## config.mk

```make
export PLATFORM = sky130hd
export DESIGN_NAME = spi_load_sequencer
export DESIGN_NICKNAME = d
export VERILOG_FILES = /design/src/rtl/spi_load_pkg.sv /design/src/rtl/spi_load_wdt.sv /design/src/rtl/spi_load_sequencer.sv
export SDC_FILE = /design/constraint.sdc
export NUM_CORES = 1
export LEC_CHECK = 0
export CAP_MARGIN = 20
export CORE_MARGIN = 2
export CORE_UTILIZATION = 50
export CTS_BUF_LIST = sky130_fd_sc_hd__clkbuf_16
export CTS_CLUSTER_DIAMETER = 30
export CTS_CLUSTER_SIZE = 8
export DETAILED_ROUTE_END_ITERATION = 6
export PLACE_DENSITY = 0.86
export SYNTH_ARGS = -nofsm -noshare
export SYNTH_HDL_FRONTEND = slang
export SYNTH_SLANG_ARGS = --single-unit
```

## constraint.sdc

```tcl
create_clock -name clk -period 4.5 [get_ports clk]
set_input_delay 0.9 -clock clk [delete_from_list [all_inputs] [get_ports clk]]
set_output_delay 0.9 -clock clk [all_outputs]
set_load 0.05 [all_outputs]
```

## src/rtl/spi_load_pkg.sv

```systemverilog
`default_nettype none
// ============================================================================
// Module  : spi_load_pkg
// Purpose : Shared state encoding, error codes and SPI addressing constants.
// Rev     : 1.0
// ============================================================================
package spi_load_pkg;

  typedef enum logic [2:0] {
    ST_IDLE   = 3'd0,
    ST_CHECK  = 3'd1,
    ST_LRST   = 3'd2,
    ST_EN_QPI = 3'd3,
    ST_LOAD   = 3'd4,
    ST_FINISH = 3'd5
  } state_t;

  localparam logic [1:0] c_err_bad_cmd = 2'd0;
  localparam logic [1:0] c_err_abort   = 2'd1;
  localparam logic [1:0] c_err_count   = 2'd2;
  localparam logic [1:0] c_err_timeout = 2'd3;

  localparam logic [31:0] SPI_ADDR_SEG1 = 32'h0010_0000;
  localparam logic [31:0] NO_SPLIT      = 32'hFFFF_FFFF;

  // A segment covering zero or all words means the loader never re-addresses.
  function automatic logic [31:0] split_index(input logic [31:0] instr_words,
                                              input logic [31:0] seg0_words);
    if (seg0_words == 32'd0 || seg0_words == instr_words)
      return NO_SPLIT;
    return seg0_words;
  endfunction

endpackage
`default_nettype wire

```

## src/rtl/spi_load_wdt.sv

```systemverilog
`default_nettype none
// ============================================================================
// Module  : spi_load_wdt
// Purpose : Phase watchdog counter with synchronous clear, enable and expire.
// Rev     : 1.0
// ============================================================================
module spi_load_wdt #(
  parameter int unsigned CYCLES = 1048576
) (
  input  logic clk,
  input  logic rst_n,
  input  logic i_clr,
  input  logic i_en,
  output logic o_expired
);

  localparam int          c_w    = $clog2(CYCLES) + 1;
  localparam logic [c_w-1:0] c_last = c_w'(CYCLES - 1);

  logic [c_w-1:0] r_cnt;

  always_ff @(posedge clk or negedge rst_n) begin
    if (!rst_n) begin
      r_cnt <= '0;
    end else if (i_clr) begin
      r_cnt <= '0;
    end else if (i_en && r_cnt != c_last) begin
      r_cnt <= r_cnt + 1'b1;
    end
  end

  assign o_expired = i_en & ~i_clr & (r_cnt == c_last);

endmodule
`default_nettype wire

```

## src/rtl/spi_load_sequencer.sv

```systemverilog
`default_nettype none
// ============================================================================
// Module  : spi_load_sequencer
// Purpose : Sequences one program-load job through the negedge SPI loader.
//           Optional phase watchdog enabled by defining SPI_LOAD_WDT_EN.
// Rev     : 1.0
// ============================================================================
module spi_load_sequencer #(
  parameter int unsigned LDR_RST_CYC = 4,
  parameter int unsigned WDT_CYCLES  = 1048576
) (
  input  logic        clk,
  input  logic        rst_n,
  input  logic        cmd_valid,
  output logic        cmd_ready,
  input  logic [31:0] cmd_instr_words,
  input  logic [31:0] cmd_seg0_words,
  input  logic        cmd_use_qspi,
  input  logic        cmd_abort,
  output logic        loader_rst_n,
  output logic        start_spi,
  output logic        start_load,
  output logic [31:0] spi_addr_idx,
  output logic [31:0] instr_num,
  output logic        use_qspi,
  input  logic        ldr_setup_i,
  input  logic        rb_valid_i,
  input  logic        rb_ready_i,
  input  logic        fetch_en_i,
  output logic        busy,
  output logic        done,
  output logic        error,
  output logic [1:0]  err_code,
  output logic [31:0] words_sent
);

  import spi_load_pkg::*;

  localparam logic [31:0] c_rst_last = 32'(LDR_RST_CYC - 1);

  state_t      r_state;
  logic        r_rdy;
  logic [31:0] r_instr_words;
  logic [31:0] r_seg0_words;
  logic        r_qspi;
  logic [31:0] r_rst_cnt;

  logic w_accept;
  logic w_beat;
  logic w_active;
  logic w_kill;
  logic w_wdt_expired;

  assign cmd_ready = r_rdy & ~cmd_abort & (r_state == ST_IDLE);
  assign w_accept  = cmd_valid & cmd_ready;
  assign w_beat    = rb_valid_i & rb_ready_i;
  assign w_active  = (r_state == ST_CHECK) || (r_state == ST_LRST) ||
                     (r_state == ST_EN_QPI) || (r_state == ST_LOAD);
  assign w_kill    = w_active & (cmd_abort | w_wdt_expired);

`ifdef SPI_LOAD_WDT_EN
  logic w_wdt_clr;
  logic w_wdt_en;

  assign w_wdt_clr = ((r_state == ST_LRST) && (r_rst_cnt == c_rst_last)) ||
                     ((r_state == ST_EN_QPI) && ldr_setup_i) ||
                     ((r_state == ST_LOAD) && w_beat);
  assign w_wdt_en  = (r_state == ST_EN_QPI) || (r_state == ST_LOAD);

  spi_load_wdt #(
    .CYCLES (WDT_CYCLES)
  ) u_wdt (
    .clk       (clk),
    .rst_n     (rst_n),
    .i_clr     (w_wdt_clr),
    .i_en      (w_wdt_en),
    .o_expired (w_wdt_expired)
  );
`else
  logic [31:0] w_unused_wdt_cfg;
  assign w_unused_wdt_cfg = WDT_CYCLES;
  assign w_wdt_expired    = 1'b0;
`endif

  always_ff @(posedge clk or negedge rst_n) begin
    if (!rst_n) begin
      r_state       <= ST_IDLE;
      r_rdy         <= 1'b0;
      r_instr_words <= '0;
      r_seg0_words  <= '0;
      r_qspi        <= 1'b0;
      r_rst_cnt     <= '0;
      loader_rst_n  <= 1'b0;
      start_spi     <= 1'b0;
      start_load    <= 1'b0;
      spi_addr_idx  <= '0;
      instr_num     <= '0;
      use_qspi      <= 1'b0;
      busy          <= 1'b0;
      done          <= 1'b0;
      error         <= 1'b0;
      err_code      <= c_err_bad_cmd;
      words_sent    <= '0;
    end else if (w_kill) begin
      // Abort outranks every normal transition; the loader is held in reset.
      loader_rst_n <= 1'b0;
      start_spi    <= 1'b0;
      start_load   <= 1'b0;
      error        <= 1'b1;
      err_code     <= cmd_abort ? c_err_abort : c_err_timeout;
      busy         <= 1'b0;
      r_state      <= ST_IDLE;
    end else begin
      case (r_state)
        ST_IDLE: begin
          r_rdy <= 1'b1;
          if (w_accept) begin
            r_instr_words <= cmd_instr_words;
            r_seg0_words  <= cmd_seg0_words;
            r_qspi        <= cmd_use_qspi;
            done          <= 1'b0;
            error         <= 1'b0;
            words_sent    <= '0;
            busy          <= 1'b1;
            r_rdy         <= 1'b0;
            r_state       <= ST_CHECK;
          end
        end
        ST_CHECK: begin
          if (r_instr_words == 32'd0 || r_seg0_words > r_instr_words) begin
            error    <= 1'b1;
            err_code <= c_err_bad_cmd;
            busy     <= 1'b0;
            r_state  <= ST_IDLE;
          end else begin
            instr_num    <= r_instr_words + 32'd1;
            spi_addr_idx <= split_index(r_instr_words, r_seg0_words);
            use_qspi     <= r_qspi;
            loader_rst_n <= 1'b0;
            r_rst_cnt    <= '0;
            r_state      <= ST_LRST;
          end
        end
        ST_LRST: begin
          if (r_rst_cnt == c_rst_last) begin
            loader_rst_n <= 1'b1;
            r_state      <= ST_EN_QPI;
          end else begin
            r_rst_cnt <= r_rst_cnt + 32'd1;
          end
        end
        ST_EN_QPI: begin
          start_spi <= 1'b1;
          if (ldr_setup_i) begin
            start_load <= 1'b1;
            r_state    <= ST_LOAD;
          end
        end
        ST_LOAD: begin
          if (w_beat && words_sent != 32'hFFFF_FFFF)
            words_sent <= words_sent + 32'd1;
          if (fetch_en_i)
            r_state <= ST_FINISH;
        end
        ST_FINISH: begin
          // loader_rst_n stays high so the loader keeps fetch_enable asserted.
          if (words_sent == r_instr_words) begin
            done <= 1'b1;
          end else begin
            error    <= 1'b1;
            err_code <= c_err_count;
          end
          start_spi  <= 1'b0;
          start_load <= 1'b0;
          busy       <= 1'b0;
          r_state    <= ST_IDLE;
        end
        default: r_state <= ST_IDLE;
      endcase
    end
  end

endmodule
`default_nettype wire
```

# Word level (Yosys, flattened, before mapping)
# Cells that the tools add are included.
[op_classes]
addsub = 3
mul = 0
div = 0
order_cmp = 1
eq_ne = 21
shift = 0
mux = 45
bitwise = 8
reduce_logical = 28
[ops]
columns = ["operator", "n"]
rows = [
  ["$mux 32", 6],
  ["$pmux 32 s2", 2],
  ["$add 32x1->32 const B", 3],
  ["$eq 32x32->1", 2],
  ["$logic_not 32->1", 2],
  ["$eq 32x2->1 const B", 1],
  ["$gt 32x32->1", 1],
  ["$ne 32x32->1 const B", 1],
  ["$reduce_and 4->1", 5],
  ["$mux 1", 19],
  ["$mux 3", 5],
  ["$ne 3x3->1 const B", 5],
  ["$pmux 3 s5", 1],
  ["$reduce_and 3->1", 5],
  ["$mux 2", 5],
  ["$reduce_bool 3->1", 3],
  ["$ne 2x2->1 const B", 4],
  ["$pmux 1 s2", 4],
  ["$eq 3x2->1 const B", 2],
  ["$eq 3x3->1 const B", 2],
  ["$ne 3x2->1 const B", 2],
  ["$pmux 1 s3", 2],
  ["$reduce_bool 2->1", 3],
  ["$and 1x1->1", 5],
  ["9 further kinds", 16],
]
[word_totals]
regBits = 206
latchBits = 0
mem_bits_rw = 0
romBits = 0
inputBits = 73
out_inout_bits = 106
word_cells = 123
mem_count = 0

# Logic depth before layout (Yosys ltp)
# Gate-level depths: netlist of the first run.
[logic_depth]
ltp_word = 7
depth_mapped = 12
ltp_nobuf = 9

# Worst setup path after synthesis of the first run
# OpenSTA, ideal clock, no wires.
[synth_path]
path_kind = "register to register"
start = "register r_instr_words[13]"
end = "register instr_num[0]"
setup_time_ns = 0.125
t_arrival_ns = 2.536
t_required_ns = 4.375
slack_ns = 1.839
stages_incl_launch_ff = 11
n_path_buf = 2
synth_period_minus_slack_ns = 2.661
path_cell_list = "dfrtp_1 > clkbuf_1 > inv_1 > ha_1 > nand4_1 > nor2_1 > a221o_1 > o311a_2 > nor4_4 > buf_4 > mux2_2"
[synth_between]
elab_chain_len = 4
[synth_lines]
columns = ["element", "line", "text"]
rows = [
  ["start: declaration", "spi_load_sequencer.sv:43", "logic [31:0] r_instr_words;"],
  ["start signal: assignment", "spi_load_sequencer.sv:118", "r_instr_words <= cmd_instr_words;"],
  ["$gt 32x32->1 / $logic_not 32->1 (equally long branches)", "spi_load_sequencer.sv:130", "if (r_instr_words == 32'd0 || r_seg0_words > r_instr_words) begin"],
  ["$logic_or 1x1->1 (*)", "spi_load_sequencer.sv:130", ""],
  ["$not 1->1 (no source line) (*)", "--", ""],
  ["$reduce_and 3->1 (no source line) (*)", "--", ""],
  ["end signal: assignment", "spi_load_sequencer.sv:136", "instr_num <= r_instr_words + 32'd1;"],
  ["end: declaration", "spi_load_sequencer.sv:24", "output logic [31:0] instr_num,"],
]
# Every way passes the cells marked *; elsewhere a longest branch is shown, timed or not.
# A chain may end at the register's enable or synchronous reset.

# Worst setup path in the final report of the first run
[layout_path]
start = "input port cmd_abort"
end = "output port cmd_ready"
[layout_between]
elab_chain_len = 3
[layout_lines]
columns = ["element", "line", "text"]
rows = [
  ["start: declaration", "spi_load_sequencer.sv:19", "input logic cmd_abort,"],
  ["$not 1->1", "spi_load_sequencer.sv:54", "assign cmd_ready = r_rdy & ~cmd_abort & (r_state == ST_IDLE);"],
  ["$and 1x1->1 (2 in a row)", "spi_load_sequencer.sv:54", ""],
  ["end: declaration", "spi_load_sequencer.sv:15", "output logic cmd_ready,"],
]
# No other way between the ends.

==> flow_metrics.env, run 1 <==
export IMPL_run_status="finished clean"
export IMPL_clock_sinks=206
export IMPL_dpl_worst_slack_ns=0.806
export IMPL_ys_warn_count=0
export IMPL_clock_latency_ns=0.52
export IMPL_max_freq_mhz=269
export IMPL_clk_pin_slew_worst_paths_ns=0.05
export IMPL_p_sw_mw=4.64
export IMPL_synth_top_cell_area_share_pct=47.6
export IMPL_start_util_pct=51.2
export IMPL_grt_max_degree=129
export IMPL_peakVddDrop_mv=0.578
export IMPL_die_width_microns=151
export IMPL_synth_common_cells="dfrtp_1 (206), nand2_1 (201), nor2_1 (166), a21oi_1 (92), o21ai_0 (55)"
export IMPL_fin_ws_ns=0.776
export IMPL_synthFlopType="dfrtp_1"
export IMPL_drt_iter0_drc=1028
export IMPL_seqPwrFrac_pct=30.5
export IMPL_dr_total_vias=10300
export IMPL_cts_inserted_buffers=41
export IMPL_dpl_hpwl_mm=22.4
export IMPL_rsz0062_at_grt="false"
export IMPL_arrival_ns=2.82
export IMPL_die_h_microns=151
export IMPL_cp_start_kind="input port"
export IMPL_rows=53
export IMPL_coreArea_sq_um=21200
export IMPL_synth_top_area_cell="dfrtp_1"
export IMPL_nNetsFinal=1515
export IMPL_switching_share_pct=43.5
export IMPL_cts_max_level=2
export IMPL_synth_seq_area_share_pct=47.6
export IMPL_drc=0
export IMPL_synth_seq_cells=206
export IMPL_p_leak_nw=6.09
export IMPL_slew_viol_final=0
export IMPL_worst_path_max_fanout=12
export IMPL_synth_fp_nets=1344
export IMPL_avgSynthCellArea_sq_um=8.76
export IMPL_power_density_nw_per_um2=755
export IMPL_synth_edf_count=0
export IMPL_area_delta_synth_final_pct=30.4
export IMPL_slew_headroom_pct=43.6
export IMPL_finalCritPeriodShare_pct=82.8
export IMPL_place_congestion=0.903
export IMPL_p_int_mw=6.02
export IMPL_synthTopCellsByArea="dfrtp_1 (48%), nand2_1 (7.0%), nor2_1 (5.8%)"
export IMPL_track_usage_pct=29.9
export IMPL_first_pass_iters=5
export IMPL_drive_gt1_share_pct=6.34
export IMPL_cts_resized=0
export IMPL_netlist_instances=1235
export IMPL_setup_viol=0
export IMPL_mappedNetlistArea_sq_um=10800
export IMPL_ctsRootBufferMaster="clkbuf_16"
export IMPL_grt_pass1_wl_mm=53.3
export IMPL_period_needed_ns=3.72
export IMPL_cts_setup_buffers=0
export IMPL_pin_count=179
export IMPL_routedWlPerCell_microns=19.5
export IMPL_grt_pass1_vias=10100
export IMPL_async_reset_ff_share_pct=100
export IMPL_placed_cell_area_sq_um=12800
export IMPL_p_clk_share_pct=27.1
export IMPL_dieArea_sq_um=22800
export IMPL_fin_tns_setup_ns=0
export IMPL_holdBufCountCts=0
export IMPL_p_comb_share_pct=42.3
export IMPL_cp_end_kind="output port"
export IMPL_drt_wl_total_mm=33.3
export IMPL_required_ns=3.60
export IMPL_insertedDiodeCount=0
export IMPL_antenna_found_initial=4
export IMPL_tritoncts="built"
export IMPL_port_buffers=178
export IMPL_crit_type="input port to output port"
export IMPL_fin_skew_ns=0.0153
export IMPL_avgViaCountPerCell=6.01
export IMPL_final_area_sq_um=14100
export IMPL_hold_viol=0
export IMPL_synth_cell_types=58
export IMPL_tightest_slew_ns=0.835
export IMPL_clockBufferDepth=3
export IMPL_grt_overflow=0
export IMPL_final_antenna_net_count=0
export IMPL_drv_cap=0
export IMPL_holdCritPathClass="input port to asynchronous set/reset pin"
export IMPL_synth_most_common_cell="dfrtp_1"
## registers in the layout, indices dropped and copies added, names as in the netlist, 2 cells and up
name	cells
instr_num	32
r_instr_words	32
err_code	2
spi_addr_idx	32
r_rst_cnt	32
words_sent	32
r_state	3
r_seg0_words	32
## critical path, cell delays in order
cell	delay (ns)
clkdlybuf4s50_1	0.60
inv_1	0.26
and3_1	0.24
clkdlybuf4s50_1	0.82
## power by group through the flow
stage	Combinational (mW)	Clock, mW	Sequential (mW)
6_report	4.51	2.89	3.25
5_1_grt	4.88	3.02	3.31
4_1_cts	4.49	2.92	3.22
3_5_place_dp	4.41	0	3.22
3_3_place_gp	4.27	0	3.20
2_1_floorplan	2.02	0	4.10
## final cells by class
class | instances | area (sq um)
clock buffers | 43 | 1080
flip-flops and latches | 206 | 5150
inverters | 49 | 184
fillers | 1567 | 7040
well taps | 275 | 344
repair buffers | 190 | 1910
multi-input cells | 918 | 5200
clock inverters | 30 | 238
## per-stage QoR
step / util [%] / power, mW / instances / hold WS, ns
after global placement: 60.5 / 7.47 / 1638 / 0.452
final: 66.7 / 10.7 / 1711 / 0.467
after detailed placement: 60.5 / 7.63 / 1638 / 0.471
after global routing: 66.7 / 11.2 / 1711 / 0.493
after floorplan: - / 6.11 / 1235 / 0.440
after CTS: 66.7 / 10.6 / 1711 / 0.481
## routing by layer
layer	routed length (microns)	GRT usage, %
met5	30	0
met4	1450	12.7
met3	3580	9.01
met2	15500	47.3
met1	12700	38.3
## cell families after synthesis
kind of cell | synth area share, %
AND/OR/NAND/NOR | 24.9
AO/OA/AOI/OAI | 11.3
flip-flops | 47.6
buffers and inverters | 4.39
XOR/XNOR | 7.20
adder cells (fa/ha/maj) | 4.16
multiplexers | 0.416
## cell usage in the layout, fill, tap and decap left out, types with 3 or more instances in the layout
master and n:
nand2_1 201, nor4b_1 4, nor4_1 36, xnor2_1 47
a31oi_1 34, a21o_1 4, ha_1 36, and2_1 9
o21a_1 3, nand2b_1 7, nor2_1 166, buf_12 3
and3_1 14, o21ai_0 55, buf_4 9, inv_1 53
clkinv_2 9, clkinv_1 11, o31a_1 3, and4_1 4
nor4_2 3, clkdlybuf4s50_1 177, nor3_1 36, a21oi_1 92
dfrtp_1 206, clkbuf_16 43, or3_1 7, bufinv_16 4
o211ai_1 4, nand3_1 37, xor2_1 42, mux2_2 4
nand4_1 36
## final timing paths
kind	start	end	slack [ns]	depth (start not counted)
worst max-delay path	cmd_abort	cmd_ready	0.78	4
worst min register to register	r_qspi	r_qspi	0.48	2
max in group asynchronous	rst_n	r_seg0_words[28]	3.06	2
worst min-delay path	rst_n	r_rst_cnt[21]	0.47	1
worst max register to register	r_instr_words[27]	instr_num[6]	0.81	11
min in group clk	r_qspi	r_qspi	0.48	2
Note: power is estimated with default switching activity, not from simulation.
==> run 2, diff against run 1 <==
--- a/config.mk
+++ b/config.mk
@@ -7,12 +7,12 @@
 export LEC_CHECK = 0
 export CAP_MARGIN = 20
 export CORE_MARGIN = 2
-export CORE_UTILIZATION = 50
+export CORE_UTILIZATION = 49
 export CTS_BUF_LIST = sky130_fd_sc_hd__clkbuf_16
 export CTS_CLUSTER_DIAMETER = 30
 export CTS_CLUSTER_SIZE = 8
 export DETAILED_ROUTE_END_ITERATION = 6
-export PLACE_DENSITY = 0.86
+export PLACE_DENSITY = 0.87
 export SYNTH_ARGS = -nofsm -noshare
 export SYNTH_HDL_FRONTEND = slang
 export SYNTH_SLANG_ARGS = --single-unit
==> constraint.sdc (replaced) <==
create_clock -name clk -period 3.2 [get_ports clk]
set_input_delay 0.64 -clock clk [delete_from_list [all_inputs] [get_ports clk]]
set_output_delay 0.64 -clock clk [all_outputs]
set_load 0.05 [all_outputs]
==> run 2 against run 1 <==
Against the previous run: the flow now finishes with violations (negative setup slack); core utilization decreased by 0.46 points; first-iteration DRC count is 26% higher; flip-flop and latch count unchanged; clock skew increased by 0.0050 ns; critical path depth increased by 7; critical path type is now register to register.
==> flow_metrics.env, run 2 (synthesis gave the netlist of run 1 again) <==
export IMPL_run_status="complete, but fails checks"
export IMPL_violations="negative setup slack"
export IMPL_fin_skew_ns=0.0203
export IMPL_finalCritPeriodShare_pct=101
export IMPL_first_pass_iters=5
export IMPL_slowest_stage="dfrtp_1"
export IMPL_hold_viol=0
export IMPL_p_int_mw=8.68
export IMPL_insertedDiodeCount=0
export IMPL_p_comb_share_pct=43.8
export IMPL_power_density_nw_per_um2=1080
export IMPL_cts_inserted_buffers=42
export IMPL_final_antenna_net_count=0
export IMPL_dpl_hpwl_mm=22.7
export IMPL_tritoncts="built"
export IMPL_cts_max_level=2
export IMPL_worst_path_buf_inv=3
export IMPL_cp_slowest_stage_delay_ns=0.47
export IMPL_grt_pass1_wl_mm=53.4
export IMPL_peakVddDrop_mv=0.891
export IMPL_grt_pass1_vias=10200
export IMPL_period_needed_ns=3.25
export IMPL_fin_ws_ns=-0.0467
export IMPL_clk_pin_slew_worst_paths_ns=0.05
export IMPL_slew_viol_final=0
export IMPL_start_util_pct=49.7
export IMPL_grt_overflow=0
export IMPL_pin_count=179
export IMPL_path_delay_family="simple AND/OR/NAND/NOR gates"
export IMPL_holdBufCountCts=0
export IMPL_arrival_ns=3.68
export IMPL_cp_start_kind="register"
export IMPL_die_width_microns=153
export IMPL_layout_cells_non_filler=1738
export IMPL_rows=54
export IMPL_required_ns=3.64
export IMPL_p_clk_share_pct=26.8
export IMPL_p_sw_mw=6.87
export IMPL_hold_slack_ns=0.110
export IMPL_clockBufferDepth=3
export IMPL_switching_share_pct=44.2
export IMPL_dieArea_sq_um=23300
export IMPL_ctsRootBufferMaster="clkbuf_16"
export IMPL_antenna_found_initial=0
export IMPL_clock_latency_ns=0.53
export IMPL_seqPwrFrac_pct=29.5
export IMPL_place_congestion=0.947
export IMPL_drive_gt1_share_pct=8.57
export IMPL_setup_viol=9
export IMPL_holdCritPathClass="input port to asynchronous set/reset pin"
export IMPL_crit_top_cell="nor4_4"
export IMPL_crit_chain="inv_1 > ha_1 > nand4_1 > nor4_4 > nand3_1 > o311a_2 > nor4_4 > clkbuf_16 > buf_12 > nor2_1 > a21oi_1"
export IMPL_drc=0
export IMPL_worst_path_max_fanout=43
export IMPL_drv_cap=0
export IMPL_cp_end_kind="register"
export IMPL_drt_iter0_drc=1291
export IMPL_clock_sinks=206
export IMPL_port_buffers=178
export IMPL_tightest_slew_ns=0.827
export IMPL_avgViaCountPerCell=6.12
export IMPL_drt_wl_total_mm=35.3
export IMPL_coreArea_sq_um=21800
export IMPL_max_freq_mhz=308
export IMPL_nNetsFinal=1539
export IMPL_slew_headroom_pct=44.1
export IMPL_track_usage_pct=28.1
export IMPL_dr_total_vias=10600
export IMPL_crit_type="register to register"
export IMPL_area_delta_synth_final_pct=33.2
export IMPL_mostFrequentLayoutCell="dfrtp_1"
export IMPL_design_power_total_mw=15.5
export IMPL_routedWlPerCell_microns=20.3
export IMPL_mostFrequentLayoutCells="dfrtp_1 (202), nand2_1 (201), clkdlybuf4s50_1 (176)"
export IMPL_final_util_pct=66.3
export IMPL_p_leak_nw=6.24
export IMPL_placed_cells=1657
export IMPL_dpl_worst_slack_ns=0.0474
export IMPL_die_h_microns=153
export IMPL_grt_max_degree=69
## run 2: changes by cell type in the layout (fill, tap and decap cells not counted), sizes merged
cell / before / now
buf: 12 / 35
clkinv: 20 / 18
clkinvlp: 1 / 3
clkbuf: 44 / 45
clkdlybuf4s50: 177 / 176
inv: 54 / 53
## run 2: routing by layer
layer	GRT usage, %	share of wire (%)
met5	0	0
met4	13.1	4.7
met3	5.20	10
met2	43.6	46
met1	38.3	39
## run 2: power by group through the flow
stage / Combinational, mW / Sequential, mW / Clock, mW
final: 6.81 / 4.58 / 4.16
after global routing: 7.23 / 4.65 / 4.31
after CTS: 6.49 / 4.51 / 4.17
after detailed placement: 6.38 / 4.50 / 0
after global placement: 6.17 / 4.49 / 0
after floorplan: 2.84 / 5.76 / 0
## run 2: worst reg2reg max path, delay by kind of cell, from the launching register on
| kind | cells | cell delay [ns] |
|---|---|---|
| simple gates | 5 | 1.31 |
| compound gates | 2 | 0.39 |
| flops | 1 | 0.47 |
| buf+inv | 3 | 0.61 |
| fa+ha+maj | 1 | 0.38 |
## run 2: final timing paths
path                                    endpoint               from  cells past startpoint  slack [ns]
worst max register to register   spi_addr_idx[1]  r_instr_words[23]                     11       -0.05
worst max-delay path             spi_addr_idx[1]  r_instr_words[23]                     11       -0.05
min in group clk                          r_qspi             r_qspi                      2        0.47
worst min-delay path               r_rst_cnt[19]              rst_n                      1        0.11
max in group asynchronous       r_instr_words[5]              rst_n                      2        2.27
worst min register to register            r_qspi             r_qspi                      2        0.47
## run 2: timing repair
action | CTS | global route
pin swaps | 0 | 3
gates cloned | 0 | 3
setup endpoints to repair | 8 | 35
gates resized for setup | 1 | 7
setup buffers | 0 | 6
## run 2: final cells by class
| class | count | area (sq um) |
|---|---|---|
| fill | 1620 | 7340 |
| multi-input combinational | 918 | 5220 |
| sequential | 206 | 5160 |
| tap | 280 | 350 |
| clock buffer | 43 | 1080 |
| inverter | 49 | 184 |
| timing repair buffer | 213 | 2150 |
| clock inverter | 29 | 270 |
## run 2: per-stage QoR
| step | instance area (sq um) | TNS (ns) |
|---|---|---|
| final | 14400 | -0.147 |
| after global routing | 14400 | -6.29 |
| after CTS | 14300 | 0 |
| after detailed placement | 13000 | 0 |
| after global placement | 13000 | 0 |
| after floorplan | 10800 | 0 |
